===== src/rtl/mem_arb_pkg.sv =====
// Shared types for the fetch / load-store memory port arbiter.
package mem_arb_pkg;

    localparam int MEM_W = 64;

    typedef enum logic [1:0] {IDLE, BUSY, RESP} arb_state_t;
    typedef enum logic {OWN_IF, OWN_D} arb_owner_t;

endpackage


===== src/rtl/mem_port_arbiter.sv =====
// Round-robin arbiter giving instruction fetch and load/store exclusive use of
// one single-port 64-bit memory; one access in flight, LATENCY read cycles.
import mem_arb_pkg::*;

module mem_port_arbiter #(
    parameter int LATENCY = 1
) (
    input  logic             clock,
    input  logic             reset,

    input  logic             if_req,
    input  logic [MEM_W-1:0] if_addr,
    output logic             if_gnt,
    output logic [31:0]      if_rdata,
    output logic             if_valid,

    input  logic             d_req,
    input  logic             d_we,
    input  logic [MEM_W-1:0] d_addr,
    input  logic [MEM_W-1:0] d_wdata,
    output logic             d_gnt,
    output logic [MEM_W-1:0] d_rdata,
    output logic             d_valid,

    output logic [MEM_W-1:0] mem_addr,
    output logic [MEM_W-1:0] mem_wdata,
    output logic             mem_wr,
    input  logic [MEM_W-1:0] mem_rdata
);

    localparam logic [2:0] CNT_INIT = 3'(LATENCY - 1);

    arb_state_t state, stateNext;
    arb_owner_t lastOwner, owner;
    logic [2:0] latCnt;
    logic       accWe;
    logic       pickIf, pickD, grant;

    // Tie goes to whichever port was not served last.
    assign pickIf = if_req && (!d_req || lastOwner == OWN_D);
    assign pickD  = d_req && !pickIf;
    // Gated by reset so no grant leaks out while the block is held in reset.
    assign grant  = reset && (state == IDLE) && (if_req || d_req);

    assign if_gnt   = grant && pickIf;
    assign d_gnt    = grant && pickD;
    assign if_valid = (state == RESP) && (owner == OWN_IF);
    assign d_valid  = (state == RESP) && (owner == OWN_D);

    always_comb begin
        stateNext = state;
        case (state)
            IDLE:    if (grant) stateNext = BUSY;
            BUSY:    if (latCnt == 3'd0) stateNext = RESP;
            RESP:    stateNext = IDLE;
            default: stateNext = IDLE;
        endcase
    end

    always_ff @(posedge clock or negedge reset) begin
        if (!reset) begin
            state     <= IDLE;
            lastOwner <= OWN_D;
            owner     <= OWN_IF;
            latCnt    <= '0;
            accWe     <= 1'b0;
            mem_addr  <= '0;
            mem_wdata <= '0;
            mem_wr    <= 1'b0;
            if_rdata  <= '0;
            d_rdata   <= '0;
        end else begin
            state  <= stateNext;
            mem_wr <= 1'b0;
            if (grant) begin
                latCnt    <= CNT_INIT;
                lastOwner <= pickIf ? OWN_IF : OWN_D;
                owner     <= pickIf ? OWN_IF : OWN_D;
                if (pickIf) begin
                    mem_addr <= if_addr;
                    accWe    <= 1'b0;
                end else begin
                    // Data accesses are always whole 64-bit words.
                    mem_addr  <= d_addr & ~64'h7;
                    mem_wdata <= d_wdata;
                    accWe     <= d_we;
                    mem_wr    <= d_we;
                end
            end else if (state == BUSY) begin
                if (latCnt != 3'd0) begin
                    latCnt <= latCnt - 3'd1;
                end else if (!accWe) begin
                    if (owner == OWN_IF)
                        if_rdata <= mem_addr[2] ? mem_rdata[63:32] : mem_rdata[31:0];
                    else
                        d_rdata <= mem_rdata;
                end
            end
        end
    end

endmodule


===== config.mk =====
export PLATFORM = sky130hd
export DESIGN_NAME = mem_port_arbiter
export DESIGN_NICKNAME = d
export VERILOG_FILES = /design/src/rtl/mem_arb_pkg.sv /design/src/rtl/mem_port_arbiter.sv
export SDC_FILE = /design/constraint.sdc
export NUM_CORES = 1
export LEC_CHECK = 0
export CAP_MARGIN = 0
export CORE_AREA = 3 3 191 193
export CTS_CLUSTER_DIAMETER = 60
export DETAILED_ROUTE_END_ITERATION = 8
export DIE_AREA = 0 0 194 196
export PLACE_DENSITY = 0.64
export SYNTH_ARGS = -nofsm -noshare
export SYNTH_HDL_FRONTEND = slang
export SYNTH_SLANG_ARGS = --single-unit

===== constraint.sdc =====
create_clock -name clock -period 2.3 [get_ports clock]
set_clock_uncertainty 0.15 [all_clocks]
set_input_delay 0.345 -clock clock [delete_from_list [all_inputs] [get_ports clock]]
set_output_delay 0.345 -clock clock [all_outputs]
set_load 0.03 [all_outputs]

---- After elaboration in Yosys (flattened, before gate mapping) ----
Index checks and enable logic that the tools add are counted.
operators by class
  eq/ne operators ......................... 4
  bitwise operators ....................... 5
  reduce and logical (&&, ||, !) cells .... 22
  $add $sub $neg .......................... 1
  mux-type cells .......................... 11
operator list
  cell                   count
  $mux W64               1
  $mux W32               1
  $reduce_and A5 Y1      2
  $mux W3                3
  $logic_and A1 B1 Y1    8
  $reduce_and A2 Y1      3
  $not A1 Y1             5
  $mux W2                2
  $ne A2 B2 Y1 const B   2
  $pmux W2 S2            1
  $reduce_bool A2 Y1     2
  $logic_not A3 Y1       1
  $mux W1                3
  $reduce_bool A3 Y1     1
  $sub A3 B1 Y3 const B  1
  $eq A2 B1 Y1 const B   1
  $eq A2 B2 Y1 const B   1
  $logic_not A1 Y1       2
  $logic_not A2 Y1       1
  $logic_or A1 B1 Y1     2
word-level totals
  register bits after elaboration ......... 233
  word-level logic and storage cells ...... 53
  output and inout port bits .............. 229
  input bits .............................. 261

---- Longest topological paths before layout ----
  depth after elaboration ................. 6
  mapped depth ............................ 7
  depth with buffers taken out ............ 5

---- Worst setup path before layout ----
No wires, ideal clock.
  kind .................................... register to output
  from .................................... register state[1]
  to ...................................... output if_gnt
  setup slack ............................. 450 ps
  cell stages (with the launch flop) ...... 4
  buffers on the path ..................... 1
  data arrival time ....................... 1,355 ps
  data required time ...................... 1,805 ps
  cells stage by stage .................... dfrtp_1 or3b_1 buf_2 nor3b_4
between the ends
  longest elaborated chain between the ends .. 4
ends and longest elaborated chain
  element                            line                    source
  start, declared                    mem_port_arbiter.sv:33  arb_state_t state, stateNext;
  start signal, assigned             mem_port_arbiter.sv:73  state <= stateNext;
  $logic_not A2 Y1                   mem_port_arbiter.sv:43  assign grant = reset && (state == IDLE) && (if_req || d_req);
  $logic_and A1 B1 Y1 (2 in series)  mem_port_arbiter.sv:43
  $logic_and A1 B1 Y1                mem_port_arbiter.sv:45  assign if_gnt = grant && pickIf;
  end, declared                      mem_port_arbiter.sv:13  output logic if_gnt,
No other way between the ends.

---- Worst setup path after layout ----
Same ends and word-level chain as after synthesis.

==> metrics.md <==
| Metric | Value |
|---|---|
| Worst-Skew Late Latency | 0.53 ns |
| Post-DP HPWL | between 20000 and 25000 um |
| DRC Markers | 0 |
| Final setup fails | 0 |
| Layout Area Growth over Synthesis | 64.1% |
| Min Hold Slack | -0.559 ns |
| Violations in the final reports | hold timing |
| Worst slew pin tran | approximately 0.74 ns |
| Ant. Diodes | 0 |
| Leak pwr | a little under 7 nW |
| Initial antenna violation count | 0 |
| Yosys warns | 0 |
| Post-Synthesis Cells | between 700 and 800 |
| Mean Syn Cell Area | 13.3 um2 |
| GRT Total Usage | 16.7% |
| Largest net degree at the start of global routing | 124 |
| Max cap viols | 0 |
| Placed instance count | 1651 |
| Worst vdd ir | approximately 0.00092 V |
| Synthesized Nets | 1010 |
| Total power | between 20 and 25 mW |
| # port buffers | 486 |
| HP Class | input pin to asynchronous set/reset pin |
| Ports | 490 |
| Proportion of layout cells with a drive suffix above 1 | about 18% |
| Crit path required time | 1.80 ns |
| Clock buffer depth | 3 |
| Crit path launch type | register |
| Routed Antenna Nets | 0 |
| Die Span Y | about 200 um |
| Sink Count | 233 |
| Clock-pin slew on the worst setup and hold paths | 0.05 ns |
| Slew Limit Fails | 0 |
| First drt pass iteration count | 4 |
| Die area | around 38000 um2 |
| RD Place Congestion | 0.833 |
| RSZ-0062 raised after global routing | true |
| CP endpoint kind | output pin |
| Mapped cell area | 9960 um2 |
| Iter 0 DRT Violations | 383 |
| Root Buffer | clkbuf_16 |
| Reg-to-reg slack, setup | 0.12 ns |
| Status | finished with violations |
| Setup Crit Path Kind | register to output pin |
| Final hold vios | 110 |
| CTS Buf Count | 28 |
| Achievable Freq | 436 MHz |
| First-pass GRT wire length | 51600 um |
| Core footprint | 34700 um2 |
| Final wirelength | 33300 um |
| Cell Count, Final, Fillers Out | around 1700 |
| # rows | 68 |
| Initial Util | 28.7% |
| Yosys cell types | 34 |
| H-tree depth | 1 |
| CP Data Arrival Time | between 1.5 and 2 ns |
| Routed vias/inst | 4.80 |
| Width of the chip | 194 um |
| Number of global-route vias before repair | 8688 |
| Vias | 8157 |
| Final core occ | 47.1% |
| CTS tree | yes |
| Slew headroom | a little over 50% |
| Overflow after GRT | 0 |
| Register area share after synthesis | between 50% and 60% |
| Fin nets | 1492 |
| Crit-path max FO | 6 |
| Fin crit share | 99.6% |
| Post-layout min period | between 2 and 2.5 ns |
| FF-to-FF path depth | 5 |
| DR WL/cell | 19.6 um |
| Flops & latches, synth | roughly 230 |
| Pwr per Cell Area | 1530 nW/um2 |
[per-stage QoR]
stage | instance area, um2 | setup WS [ns] | TNS [ns]
6_report | 16300 | 0.00844 | 0
3_3_place_gp | 15400 | 0.0950 | 0
3_5_place_dp | 15400 | 0.102 | 0
4_1_cts | 16300 | -0.201 | -0.317
2_1_floorplan | 9960 | 0.450 | 0
5_1_grt | 16300 | -0.0669 | -0.0875
[cells in the mapped netlist]
cell type | count | area, um2
ha_1 | 2 | 25.0
buf_2 | 27 | 135
nor3b_4 | 1 | 18.8
nor3b_1 | 2 | 15.0
nand3_1 | 2 | 10.0
nor2b_1 | 2 | 12.5
nand3b_1 | 1 | 7.51
mux2_2 | 68 | 766
buf_6 | 6 | 67.6
a311oi_1 | 1 | 8.76
o21ai_1 | 1 | 5.00
dfstp_2 | 1 | 26.3
nor3_1 | 61 | 305
and4bb_1 | 1 | 12.5
inv_1 | 4 | 15.0
a221o_1 | 61 | 611
nand2b_1 | 1 | 6.26
a21o_1 | 1 | 7.51
dfrtp_1 | 232 | 5810
or3b_1 | 1 | 8.76
a31oi_1 | 32 | 200
and2_1 | 1 | 6.26
a22o_1 | 4 | 35.0
nor2_1 | 4 | 15.0
clkbuf_1 | 18 | 67.6
nand2_1 | 64 | 240
nor3b_2 | 1 | 12.5
a21bo_2 | 1 | 10.0
and3_1 | 1 | 6.26
mux2i_1 | 32 | 320
buf_4 | 8 | 60.1
mux2_4 | 60 | 901
buf_1 | 8 | 30.0
a21oi_1 | 37 | 185
[path summary, 6_finish.rpt]
path	start	to
min	reset	latCnt[1]
max	state[1]	if_gnt
max reg2reg	state[1]	mem_wdata[27]
min reg2reg	lastOwner	lastOwner
max in group asynchronous	reset	mem_wdata[9]
min in group clock	d_we	mem_wr
[critical path, stage by stage (launching register included)]
cell     delay, ns
dfrtp_2       0.45
or3b_4        0.43
nor3b_4       0.22
buf_6         0.16
[final cells by class]
class	count	area (um2)
clock buffer	42	845
clock inverter	5	33.8
fill	3140	18400
inverter	4	15.0
multi-input combinational	444	3800
sequential	233	5840
tap	455	569
timing repair buffer	518	5250
[what timing repair did]
item	in CTS	in global routing
pin swaps	1	2
gates cloned	1	0
endpoints found under the hold margin	110	110
setup buffers	0	2
gates resized for setup	5	7
endpoints found under the setup margin	4	4
[cells by family (layout without fill, tap and decap cells)]
| logic type | after synthesis | count (layout) | share of synthesized area [%] |
|---|---|---|---|
| compound gates | 138 | 138 | 10.7 |
| simple gates | 143 | 144 | 6.80 |
| fa+ha+maj | 2 | 2 | 0.251 |
| mux | 160 | 160 | 20.0 |
| flops | 233 | 233 | 58.6 |
| buf+inv | 71 | 569 | 3.77 |
[layout by cell type, fill, tap and decap left out, drive strengths merged]
cell type and n:
clkdlybuf4s50 479, dfrtp 232, mux2 128, nand2 64
nor3 61, a221o 61, clkbuf 43, a21oi 37
buf 37, mux2i 32, a31oi 32, inv 4
a22o 4, nor2 4, nor3b 4, clkinv 3
nand3 2, ha 2, clkinvlp 2, and3 2
nor2b 2, and2 1, or3b 1, and4bb 1
nand3b 1, o21ai 1, nand2b 1, a311oi 1
a21o 1, a21bo 1, dfstp 1, dlygate4sd1 1
[sequential cells by signal, indices dropped and copies added (netlist names)]
| name | count |
|---|---|
| d_rdata | 64 |
| mem_addr | 64 |
| mem_wdata | 64 |
| if_rdata | 32 |
| latCnt | 3 |
| state | 2 |
| accWe | 1 |
| lastOwner | 1 |
| mem_wr | 1 |
| owner | 1 |
[per-layer routing]
metal,track usage [%],part of all wire [%],vias to the layer above
met3,5.38,8.5,55
li1,-,-,3734
met1,20.4,40,4016
met5,0,0,-
met4,4.65,2.6,0
met2,28.6,49,352
[where the power goes]
| part | total, mW | internal (mW) | switching [mW] |
|---|---|---|---|
| clock network | 4.18 | 2.50 | 1.67 |
| logic | 13.5 | 6.28 | 7.24 |
| registers | 7.29 | 6.12 | 1.17 |
Power figures use the tool's default switching activity.
==> edit (same settings) <==
Reset style: synchronous (`reset`), changed in one clocked block.
--- a/src/rtl/mem_port_arbiter.sv
+++ b/src/rtl/mem_port_arbiter.sv
@@ -59,3 +59,3 @@
 
-    always_ff @(posedge clock or negedge reset) begin
+    always_ff @(posedge clock) begin
         if (!reset) begin
Function: changed (a bounded check fails within 4 cycles, from zero or initial values and one cycle with reset low; the reset may be asserted at any time).
==> edit against the unedited design <==
- sequential cell count is the same
- register-to-register slack gained 170 ps
- fmax grew 5.5%
- setup slack gained 120 ps
- design area shrank 6.8%
- synthesized cell count grew 44%
- synthesized area shrank 9.7%
- global-route usage grew 0.21 points
- routed wire length grew 3.3%
- largest cell class is now non-clock buffers
Power is not compared: it rests on default switching activity, and its combinational part moved more than twofold at a synthesized area within 25%.
==> edit: results (changes against the unedited design) <==
Status
  – Status: complete, no violations

Setup path
  – Reg-to-Reg Start: latCnt[0]
  – CP max FO: 2 (-4)
  – CP max stage cell: clkdlybuf4s50_1
  – RR Endpoint: d_rdata[0]
  – Reg2reg setup slack: 290 ps (+170 ps)
  – Crit-path max cell delay: 760 ps (+310 ps)
  – CP endpoint: mem_addr[2]
  – Critical Path Source: mem_addr[2]
  – Worst r2r path cells: 7 (+2)

Place
  – Hpwl dp: 24700 µm (+4.4%)
  – Placed insts: 1947 (+18%)
  – Placed cell area: 14300 µm² (-7.4%)

Global route
  – Met2 Use GR: 29.4% (+0.82 points)
  – Tot GR Track Use: 16.9% (+0.21 points)
  – Vias in the first global route: 9189 (+5.8%)
  – Antenna violations before repair: 1 (+1)
  – Largest net degree at the start of global routing: 133 (+7.3%)
  – Global-route wire length before repair: 52200 µm (+1.1%)
  – Global Route met1 Usage: 20.0% (-0.38 points)

Route
  – Top sig layer: met5
  – Vias per cell: 4.61 (-3.9%)
  – DR WL met3: 2930 µm (+3.7%)
  – Drt initial violations: 426 (+11%)
  – 1st-pass router iterations: 5 (+1)
  – Met2 wire length: 16600 µm (+2.3%)
  – M1 wire length: 13800 µm (+3.3%)
  – Drt total wl: 34400 µm (+3.3%)

Timing
  – Crit path time final: 2170 ps (-120 ps)
  – Hold_ws: 198 ps (+756 ps)

Min path
  – HP Class: input pin to flip-flop

Logic synthesis
  – Top cells by count, synth: 238 x nand2_1, 233 x dfxtp_1, 147 x a21oi_1
  – Post-synthesis xor/xnor area fraction: 0.0975% (+0.097 points)
  – Sequential area share after synthesis: 51.9% (-6.7 points)
  – Ys async rst share: 0% (-100 points)
  – Mux cell area share after synthesis: 5.35% (-15 points)

Clock network
  – TritonCTS Buffers: 29 (+3.6%)

Finish
  – Fillers: 3403 (+8.4%)
  – Share of cells above drive strength 1: 5.63% (-12 points)
## edit: cell types whose count changed after synthesis, sizes merged, moves of 40 or more
cell / before / now
o21ai: 1 / 121
a221o: 61 / 0
a21oi: 37 / 147
nor2: 4 / 44
dfxtp: 0 / 233
nand2: 64 / 238
mux2: 128 / 0
nor3: 61 / 2
dfrtp: 232 / 0
nand3: 2 / 84
## edit: tightest hold or removal path: stages
cell             delay (ps)
clkdlybuf4s50_1         390
nand2_1                  50
a21oi_1                  50
## edit: area by class of cell
class,count,area (µm²),area share (%)
timing repair buffer,510,5170,34.0
sequential,233,4670,30.7
multi-input combinational,746,3870,25.4
clock buffer,39,803,5.27
tap,455,569,3.74
clock inverter,13,131,0.863
inverter,4,16.3,0.107
## edit: repair_timing
| item | CTS | global route |
|---|---|---|
| endpoints found under the setup margin | 2 | 3 |
| gates resized for setup | 2 | 6 |
| endpoints found under the hold margin | 2 | 0 |
| hold buffers | 1 | 0 |
| setup buffers | 0 | 0 |
